File: config.mk
export PLATFORM = sky130hd
export DESIGN_NAME = gate_edge_counter
export DESIGN_NICKNAME = d
export VERILOG_FILES = /design/src/rtl/gate_edge_counter.sv
export SDC_FILE = /design/constraint.sdc
export NUM_CORES = 1
export LEC_CHECK = 0
export CAP_MARGIN = 0
export CORE_ASPECT_RATIO = 0.6
export CORE_UTILIZATION = 37
export CTS_CLUSTER_DIAMETER = 30
export DETAILED_ROUTE_END_ITERATION = 10
export DONT_BUFFER_PORTS = 1
export PLACE_DENSITY = 0.56
export SYNTH_ARGS = -nofsm -noshare
export SYNTH_HDL_FRONTEND = slang
export SYNTH_SLANG_ARGS = --single-unit
File: constraint.sdc
create_clock -name clock -period 3.5 [get_ports clock]
set_input_delay 0.525 -clock clock [delete_from_list [all_inputs] [get_ports clock]]
set_output_delay 0.525 -clock clock [all_outputs]
set_load 0.005 [all_outputs]
File: src/rtl/gate_edge_counter.sv
// Gated edge counter: counts synchronized edges of signal_in between gate_tick strobes.
// Define BOTH_EDGES_EN to count falling as well as rising edges.
module gate_edge_counter #(
    parameter int COUNT_WIDTH = 24,
    parameter int SYNC_STAGES = 2
) (
    input  logic                   clock,
    input  logic                   reset,
    input  logic                   gate_tick,
    input  logic                   signal_in,
    input  logic                   result_ready,
    output logic [COUNT_WIDTH-1:0] freq_count,
    output logic                   result_valid,
    output logic                   overflow,
    output logic                   overrun
);

    typedef enum logic {
        IDLE,
        COUNT
    } state_t;

    state_t                 stateQ, stateD;
    logic [SYNC_STAGES-1:0] syncQ;
    logic [SYNC_STAGES-1:0] fillQ;
    logic                   edgeQ;
    logic                   armQ;
    logic [COUNT_WIDTH-1:0] cntQ, cntD;
    logic                   ovfWinQ, ovfWinD;
    logic [COUNT_WIDTH-1:0] freqQ, freqD;
    logic                   validQ, validD;
    logic                   ovfQ, ovfD;
    logic                   ovrQ, ovrD;

    logic                   syncOut;
    logic                   riseHit;
    logic                   edgeHit;
    logic                   atMax;
    logic [COUNT_WIDTH-1:0] cntNext;
    logic                   ovfNext;

    // fillQ tracks which synchronizer stages hold real samples rather than reset zeros;
    // armQ is only set once a genuine low has been seen, so a high level at reset
    // release can never look like a rising edge.
    always_ff @(posedge clock or posedge reset) begin
        if (reset) begin
            syncQ <= '0;
            fillQ <= '0;
            edgeQ <= 1'b0;
            armQ  <= 1'b0;
        end else begin
            syncQ <= {syncQ[SYNC_STAGES-2:0], signal_in};
            fillQ <= {fillQ[SYNC_STAGES-2:0], 1'b1};
            edgeQ <= syncOut;
            if (fillQ[SYNC_STAGES-1] && !syncOut) begin
                armQ <= 1'b1;
            end
        end
    end

    assign syncOut = syncQ[SYNC_STAGES-1];
    assign riseHit = syncOut & ~edgeQ & armQ;

`ifdef BOTH_EDGES_EN
    assign edgeHit = riseHit | (~syncOut & edgeQ);
`else
    assign edgeHit = riseHit;
`endif

    assign atMax   = &cntQ;
    assign cntNext = (edgeHit && !atMax) ? cntQ + COUNT_WIDTH'(1) : cntQ;
    assign ovfNext = ovfWinQ | (edgeHit & atMax);

    always_ff @(posedge clock or posedge reset) begin
        if (reset) begin
            stateQ  <= IDLE;
            cntQ    <= '0;
            ovfWinQ <= 1'b0;
            freqQ   <= '0;
            validQ  <= 1'b0;
            ovfQ    <= 1'b0;
            ovrQ    <= 1'b0;
        end else begin
            stateQ  <= stateD;
            cntQ    <= cntD;
            ovfWinQ <= ovfWinD;
            freqQ   <= freqD;
            validQ  <= validD;
            ovfQ    <= ovfD;
            ovrQ    <= ovrD;
        end
    end

    // A latch includes the edge seen in the closing cycle; a latch always wins over a
    // same-cycle consume, with overrun flagging an unconsumed result being replaced.
    always_comb begin
        stateD  = stateQ;
        cntD    = cntQ;
        ovfWinD = ovfWinQ;
        freqD   = freqQ;
        validD  = validQ;
        ovfD    = ovfQ;
        ovrD    = ovrQ;

        if (validQ && result_ready) begin
            validD = 1'b0;
        end

        case (stateQ)
            IDLE: begin
                if (gate_tick) begin
                    stateD  = COUNT;
                    cntD    = '0;
                    ovfWinD = 1'b0;
                end
            end
            COUNT: begin
                cntD    = cntNext;
                ovfWinD = ovfNext;
                if (gate_tick) begin
                    freqD   = cntNext;
                    ovfD    = ovfNext;
                    validD  = 1'b1;
                    ovrD    = validQ & ~result_ready;
                    cntD    = '0;
                    ovfWinD = 1'b0;
                end
            end
            default: begin
                stateD = IDLE;
            end
        endcase
    end

    assign freq_count   = freqQ;
    assign result_valid = validQ;
    assign overflow     = ovfQ;
    assign overrun      = ovrQ;

endmodule

After elaboration in Yosys (flattened, before gate mapping) --
Cells that the tools add are included.
Cells by class: add/subtract/negate cells 1, multiplexer cells 12, bitwise operators 8, reduce and logical (&&, ||, !) cells 7, eq/ne operators 1
Operator list (count):
- two-way mux 24 bit | 3
- case mux 24 bit (2 select lines) | 1
- adder 24 x 1 -> 24 bit (second input constant) | 1
- AND reduction 24 bit | 1
- two-way mux 1 bit | 7
- AND 1 bit | 4
- logical AND 1 bit | 3
- inverter 1 bit | 3
- zero test 1 bit | 2
- != test 2 bit (second input constant) | 1
- case mux 1 bit (2 select lines) | 1
- AND reduction 2 bit | 1
- bitwise OR 1 bit | 1
Storage, ports and cells: logic and storage cells 40, bits in registers 59

Logic depth before layout (Yosys ltp) --
Gate-level depths: netlist of the first run.
depth after elaboration 7, mapped depth 8

Worst setup path after synthesis of the first run --
Ideal clock, no wire load.
kind reg-to-reg, from reg cntQ[0], to reg cntQ[1], library setup time 0.132 ns, arrival 1.937 ns, setup slack 1.431 ns, stages on the path, launching flop included 9, cells stage by stage dfrtp_1 -> ha_1 -> nand4_1 -> or3_1 -> clkbuf_1 -> o21ai_2 -> buf_2 -> mux2i_1 -> nor2_1
On the way: cells in the longest elaborated chain, start to end 6
Ends and longest elaborated chain:
- start: declaration | line 28 | logic [COUNT_WIDTH-1:0] cntQ, cntD;
- start signal: assignment | line 85 | cntQ <= cntD;
- branches (longest 3 deep; another with adder 24 x 1 -> 24 bit)
- two-way mux 24 bit (*) | line 71 | assign cntNext = (edgeHit && !atMax) ? cntQ + COUNT_WIDTH'(1) : cntQ;
- two-way mux 24 bit (*) | line 120 | if (gate_tick) begin
- case mux 24 bit (2 select lines) (*) | line 109 | case (stateQ)
Every way passes the cells marked *. A chain may end at the register's enable or synchronous reset.

Worst setup path after layout of the first run --
Same ends and word-level chain as after synthesis.

==> impl_metrics.yaml, run 1 <==
global_routing:
  grt_pass1_vias: 2099
  grt_overflow: 0
  pin_count_of_the_biggest_net_entering_global_routing: 53
  antenna_found_initial: 0
  grt.total_usage: 0.184
  global_route_wire_length_before_repair_mm: 11.8
worst_hold_path:
  holdCritStartpoint: "signal_in"
  hold_path.class: "in -> reg"
  min_path_cells: 0
  min_delay_worst_endpoint: "syncQ[0]$_DFF_PP0_"
logic_synthesis:
  synth.area.top_cells: "sky130_fd_sc_hd__dfrtp_1 48%, sky130_fd_sc_hd__xnor2_1 4.9%, sky130_fd_sc_hd__xor2_1 4.9%"
  post_synth.cell_area_avg_um2: 9.54
  synthMostInstantiatedCell: "sky130_fd_sc_hd__dfrtp_1"
  share_of_flip_flops_with_an_asynchronous_set_or_reset: 1.00
  postSynthRegisterBits: 59
  syn-num-nets: 325
  postSynth.topFlopCell: "sky130_fd_sc_hd__dfrtp_1"
  netlist_area_um2: 3040
  synth-warning-count: 0
  netlist.top_cell.by_area: "sky130_fd_sc_hd__dfrtp_1"
  post_synth_num_cell_types: 49
  ys_seq_area_frac: 0.485
  postSynthCellCount: 319
  synthDominantCellAreaShare: 0.485
  netlist_top_cells_count: "59 x sky130_fd_sc_hd__dfrtp_1, 34 x sky130_fd_sc_hd__nand2_1, 29 x sky130_fd_sc_hd__o21ai_0, 21 x sky130_fd_sc_hd__nor2_1"
  number_of_flops_mapped_to_enable_cells_by_yosys: 0
critical_path:
  cp-startpoint: "cntQ[0]$_DFFE_PP0P_"
  reg2reg_to: "cntQ[1]$_DFFE_PP0P_"
  worstPathCellList: "ha_1 -> nand4_1 -> or3_1 -> o21ai_2 -> mux2i_1 -> nor2_1"
  max_fanout_on_critical_path: 17
  critical_path.max_stage_delay_ns: 0.58
  worstReg2RegStart: "cntQ[0]$_DFFE_PP0P_"
  r2r_cells: 6
  slowest_stage: "sky130_fd_sc_hd__or3_1"
  reg2reg_setup_slack_ns: 0.99
  critical_path_arrival_ns: 2.73
  setup.worst_path.class: "reg -> reg"
  cp-start-kind: "flop"
  crit_path_end_kind: "flop"
  required_ns: 3.72
  worstPathBufferInverterCount: 0
  cpLargestDelayFamily: "simple AND/OR/NAND/NOR gates"
clock_network:
  cts_sinks: 59
  cts_root_buffer: "sky130_fd_sc_hd__clkbuf_16"
  count_of_buffers_added_by_post_cts_timing_repair_for_setup: 0
  holdBufCountCts: 0
  maximum_level_of_the_cts_h_tree: 3
  cts.clk_slew.worst_paths_ns: 0.05
  postCtsResizedCells: 0
  maximum_root_to_sink_buffer_count: 2
  numCtsBuffers: 9
  cts_tree: "done"
  insertion_delay_ns: 0.33
sta:
  number_of_max_slew_violations_in_the_final_report: 0
  worst_slew_pin_slew_ns: 0.867
  post-route-period-util: 0.717
  worst_setup_skew_after_layout_ns: 0.00778
  max_freq_ghz: 0.399
  relSlewSlack: 0.421
  fin_crit_ns: 2.51
  setup-tns-final_ns: 0
  final-setup-viol-count: 0
  rsz_0062_raised_after_global_routing: "no"
  report.final.hold_viol_count: 0
pwr:
  max-vdd-ir-drop_mv: 0.322
  p_leak_uw: 0.00130
  power_density_nw_per_um2: 478
status:
  run_status: "completed"
detailed_routing:
  drtAntennaViolNets: 0
  via_per_inst: 5.27
  vias: 2244
  detailedRoute.firstPassIterationCount: 4
  total_length_of_routed_wires_mm: 7.04
  detail_route.wl_per_cell_um: 16.5
  detail_route.drc_violations: 0
  first_iter_violations: 193
final_layout:
  fin_nets: 319
  post_route_cells_drive_above_1_share: 0.0975
  areaGrowthSynthToFinish_pct: 12.2
  layoutNonFillerInstCount: 426
  num_antenna_cells: 0
  finish.utilization: 0.432
  final_cell_area_um2: 3420
floorplanning:
  design.die.area_um2: 8610
  chipWidth_um: 119
  top_level_ports: 32
  fp.coreArea_um2: 7910
  num_rows: 25
  dieHeight_um: 72.3
  initial_utilization: 0.385
placement:
  dp.final_hpwl_mm: 5.04
  place.gp.congestion: 0.786
  dpl.cell_count: 410
  port_buffers: 0
  dpl_cell_area_um2: 3110
run:
  maxCapViolCount: 0
[cell type report]
type                            count  area [um^2]
Timing Repair Buffer                3         22.5
Tap cell                          108          135
Multi-Input combinational cell    237         1470
Inverter                            3         11.3
Clock buffer                       10          239
Fill cell                         797         4500
Clock inverter                      6         63.8
Sequential cell                    59         1480
[per-layer routing]
layer / up-vias / track usage / wire, um
met4: 0 / 0.0675 / 108
met1: 1042 / 0.291 / 4030
met2: 64 / 0.218 / 2360
met3: 10 / 0.0660 / 547
li1: 1128 / - / -
met5: - / 0 / 0
[report_power, final]
part	total [uW]	leakage [uW]	internal [uW]	switching (uW)
sequential	701	0.000793	693	8.02
clock	884	0.000145	569	315
combinational	47.8	0.000358	10.6	37.2
total	1630	0.00130	1270	360
[logic make-up (layout without fill, tap and decap cells)]
kind of cell               Yosys count  after routing  synth area share
and+or+nand+nor                    122            122             0.217
AOI/OAI and AO/OA                   78             78             0.159
DFF                                 59             59             0.485
xor gates and xnor gates            34             34            0.0978
buffers and inverters               23             22            0.0329
adders and majority gates            1              1           0.00411
other                                1              1           0.00123
muxes                                1              1           0.00329
[worst max path at each step]
stage                                      to  depth (start not counted)  slack, ns
after detailed placement  cntQ[1]$_DFFE_PP0P_                          6       1.04
after global placement    cntQ[1]$_DFFE_PP0P_                          6       1.11
after CTS                 cntQ[1]$_DFFE_PP0P_                          6       1.01
final                     cntQ[1]$_DFFE_PP0P_                          6       0.99
after global routing      cntQ[5]$_DFFE_PP0P_                          6       0.71
after floorplan           cntQ[1]$_DFFE_PP0P_                          8       1.43
[sequential cells by signal (all words and copies together) (netlist names)]
| register | cells |
|---|---|
| fillQ | 2 |
| armQ | 1 |
| overrun | 1 |
| result_valid | 1 |
| edgeQ | 1 |
| overflow | 1 |
| cntQ | 24 |
| ovfWinQ | 1 |
| stateQ | 1 |
| freq_count | 24 |
| syncQ | 2 |
[layout by cell type (no fill, tap or decap), types with 2 or more instances in the layout]
cell type	count
sky130_fd_sc_hd__nand4_1	9
sky130_fd_sc_hd__o21ai_1	7
sky130_fd_sc_hd__inv_1	2
sky130_fd_sc_hd__clkinv_2	2
sky130_fd_sc_hd__nand2b_1	3
sky130_fd_sc_hd__a211oi_1	5
sky130_fd_sc_hd__or3_1	12
sky130_fd_sc_hd__nand2_1	34
sky130_fd_sc_hd__a21oi_1	16
sky130_fd_sc_hd__nor3_1	12
sky130_fd_sc_hd__clkinvlp_4	2
sky130_fd_sc_hd__xor2_1	17
sky130_fd_sc_hd__nor4_1	2
sky130_fd_sc_hd__or2_2	2
sky130_fd_sc_hd__o211ai_1	9
sky130_fd_sc_hd__and4_1	2
sky130_fd_sc_hd__o2111ai_1	3
sky130_fd_sc_hd__a211o_1	2
sky130_fd_sc_hd__clkbuf_16	9
sky130_fd_sc_hd__nor2_1	21
sky130_fd_sc_hd__nand3_1	10
sky130_fd_sc_hd__dfrtp_1	59
sky130_fd_sc_hd__buf_4	3
sky130_fd_sc_hd__o21ai_0	29
sky130_fd_sc_hd__or4_1	2
sky130_fd_sc_hd__xnor2_1	17
[per-stage QoR]
stage / power (uW) / hold WS, ns / setup slack, ns
floorplan: 751 / 0.331 / 1.43
global placement: 761 / 0.338 / 1.11
detailed placement: 762 / 0.341 / 1.04
CTS: 1650 / 0.212 / 1.01
global route: 1700 / 0.207 / 0.714
finish: 1630 / 0.226 / 0.992
No activity file was read; power rests on OpenSTA's default activity.
==> run 2: changes to the inputs <==
Settings changed: PLACE_DENSITY 0.56 to 0.58.
Clock period 3.5 ns to 2.1 ns, I/O delays scaled along.
==> run 2 against run 1 <==
Worst hold slack got worse by 0.18 ns. Routed wire length increased by 10%. Largest power group unchanged. Combinational power increased by 120%. Highest routed layer unchanged. Largest cell class is now multi-input gates. Critical endpoint is now freq_count[19]$_DFFE_PP0P_.
==> impl_metrics.yaml, run 2 (synthesis gave the netlist of run 1 again) <==
detailed_routing:
  vias: 2452
  detailedRoute.firstPassIterationCount: 5
  via_per_inst: 5.30
  first_iter_violations: 210
  detail_route.drc_violations: 0
  detail_route.wl_per_cell_um: 16.8
  drtAntennaViolNets: 0
  total_length_of_routed_wires_mm: 7.77
critical_path:
  critical_path_arrival_ns: 2.22
  cp-startpoint: "cntQ[0]$_DFFE_PP0P_"
  reg2reg_setup_slack_ns: 0.09
  cp-start-kind: "flop"
  max_fanout_on_critical_path: 11
  setup.worst_path.class: "reg -> reg"
  worstReg2RegStart: "cntQ[0]$_DFFE_PP0P_"
  required_ns: 2.31
  crit_path_end_kind: "flop"
clock_network:
  maximum_level_of_the_cts_h_tree: 3
  insertion_delay_ns: 0.33
  cts_tree: "done"
  cts_root_buffer: "sky130_fd_sc_hd__clkbuf_16"
  cts_sinks: 59
  maximum_root_to_sink_buffer_count: 2
  numCtsBuffers: 9
  cts.clk_slew.worst_paths_ns: 0.05
pwr:
  netSwitchingPower_uw: 584
  internal-power_uw: 2250
  switch_share: 0.206
  max-vdd-ir-drop_mv: 0.499
  clock_power_share: 0.551
  sequential_share_of_power: 0.412
  p_leak_uw: 0.00150
  comb_power_share: 0.037
  power_density_nw_per_um2: 750
final_layout:
  multi_input_comb_area_um2: 1500
  areaGrowthSynthToFinish_pct: 24.1
  num_antenna_cells: 0
  fin_nets: 357
  layout_common_cells: "59 x sky130_fd_sc_hd__dfrtp_1, 37 x sky130_fd_sc_hd__buf_4, 34 x sky130_fd_sc_hd__nand2_1"
  final.fill_count: 746
  post_route_cells_drive_above_1_share: 0.203
  seqCellArea_um2: 1480
  layout_commonest_cell: "sky130_fd_sc_hd__dfrtp_1"
sta:
  number_of_max_slew_violations_in_the_final_report: 0
  post-route-period-util: 0.956
  worst_setup_skew_after_layout_ns: 0.00648
  report.final.hold_viol_count: 0
  timing.hold.ws_ns: 0.0416
  final-setup-viol-count: 0
  setup-tns-final_ns: 0
  fin_crit_ns: 2.01
  max_freq_ghz: 0.498
  rsz_0062_raised_after_global_routing: "no"
floorplanning:
  num_rows: 25
  chipWidth_um: 119
  initial_utilization: 0.385
  fp.coreArea_um2: 7910
  top_level_ports: 32
  dieHeight_um: 72.3
  design.die.area_um2: 8610
placement:
  port_buffers: 0
  place.gp.congestion: 0.867
  dp.final_hpwl_mm: 5.77
global_routing:
  pin_count_of_the_biggest_net_entering_global_routing: 39
  grt_overflow: 0
  grt_pass1_vias: 2379
  global_route_wire_length_before_repair_mm: 12.9
  grt.total_usage: 0.203
  antenna_found_initial: 0
status:
  run_status: "completed"
run:
  maxCapViolCount: 0
worst_hold_path:
  holdCritStartpoint: "gate_tick"
  hold_path.class: "in -> reg"
## run 2: changes by cell type in the layout (fill, tap and decap cells not counted), moves of 2 or more
cell / change
sky130_fd_sc_hd__dlygate4sd3_1: +2
sky130_fd_sc_hd__buf_4: +34
sky130_fd_sc_hd__nor3_2: +2
sky130_fd_sc_hd__buf_12: +2
sky130_fd_sc_hd__nor3_1: -2
## run 2: final cells by class
cell class	instances	area share
multi-input combinational	237	0.397
sequential	59	0.391
timing repair buffer	41	0.0894
clock buffer	10	0.0633
tap	108	0.0358
clock inverter	5	0.0205
inverter	3	0.00298
## run 2: repair_timing
action	in CTS	in global routing
hold buffers	1	1
setup endpoints to repair	0	8
hold endpoints to repair	19	1
resized for setup	0	7
buffers inserted	0	1
## run 2: worst max-delay path, cell delays in order (launching register included)
cell	delay, ns
sky130_fd_sc_hd__dfrtp_1	0.36
sky130_fd_sc_hd__ha_1	0.18
sky130_fd_sc_hd__nand4_1	0.12
sky130_fd_sc_hd__or3_4	0.42
sky130_fd_sc_hd__o211ai_1	0.38
sky130_fd_sc_hd__buf_4	0.18
sky130_fd_sc_hd__xor2_1	0.15
sky130_fd_sc_hd__o21ai_0	0.08
## run 2: layer usage
layer | part of all wire | track usage | vias up
li1 | - | - | 1200
met1 | 0.53 | 0.299 | 1174
met2 | 0.37 | 0.260 | 68
met3 | 0.089 | 0.0920 | 10
met4 | 0.010 | 0.0591 | 0
met5 | 0 | 0 | -
## run 2: worst paths after layout
kind                                              end  cells past startpoint
max in group asynchronous         cntQ[3]$_DFFE_PP0P_                      3
max reg2reg                freq_count[19]$_DFFE_PP0P_                      7
min in group asynchronous  freq_count[12]$_DFFE_PP0P_                      2
max                        freq_count[19]$_DFFE_PP0P_                      7
min                              cntQ[21]$_DFFE_PP0P_                      1
min reg2reg                        syncQ[1]$_DFF_PP0_                      0
## run 2: power groups by stage
stage / Sequential [uW] / Combinational, uW / Clock [uW]
after global placement: 1190 / 104 / 0
after global routing: 1170 / 120 / 1650
after CTS: 1170 / 106 / 1600
final: 1170 / 105 / 1560
after floorplan: 1180 / 67.1 / 0
after detailed placement: 1190 / 104 / 0
## run 2: stage by stage
stage / area, um^2 / setup slack (ns) / util / instances / total power [uW]
global placement: 3400 / 0.0943 / 0.430 / 445 / 1290
detailed placement: 3400 / 0.0345 / 0.430 / 445 / 1290
CTS: 3730 / 0.0232 / 0.471 / 461 / 2870
finish: 3780 / 0.0931 / 0.477 / 463 / 2830
global route: 3780 / 0.000981 / 0.477 / 463 / 2940
floorplan: 3040 / 0.0315 / - / 319 / 1250
==> run 3: changes to the inputs <==
Settings changed: SLEW_MARGIN set to 20.
==> results of run 3 <==
The final DEF is identical to that of run 2; final timing and power are the same.
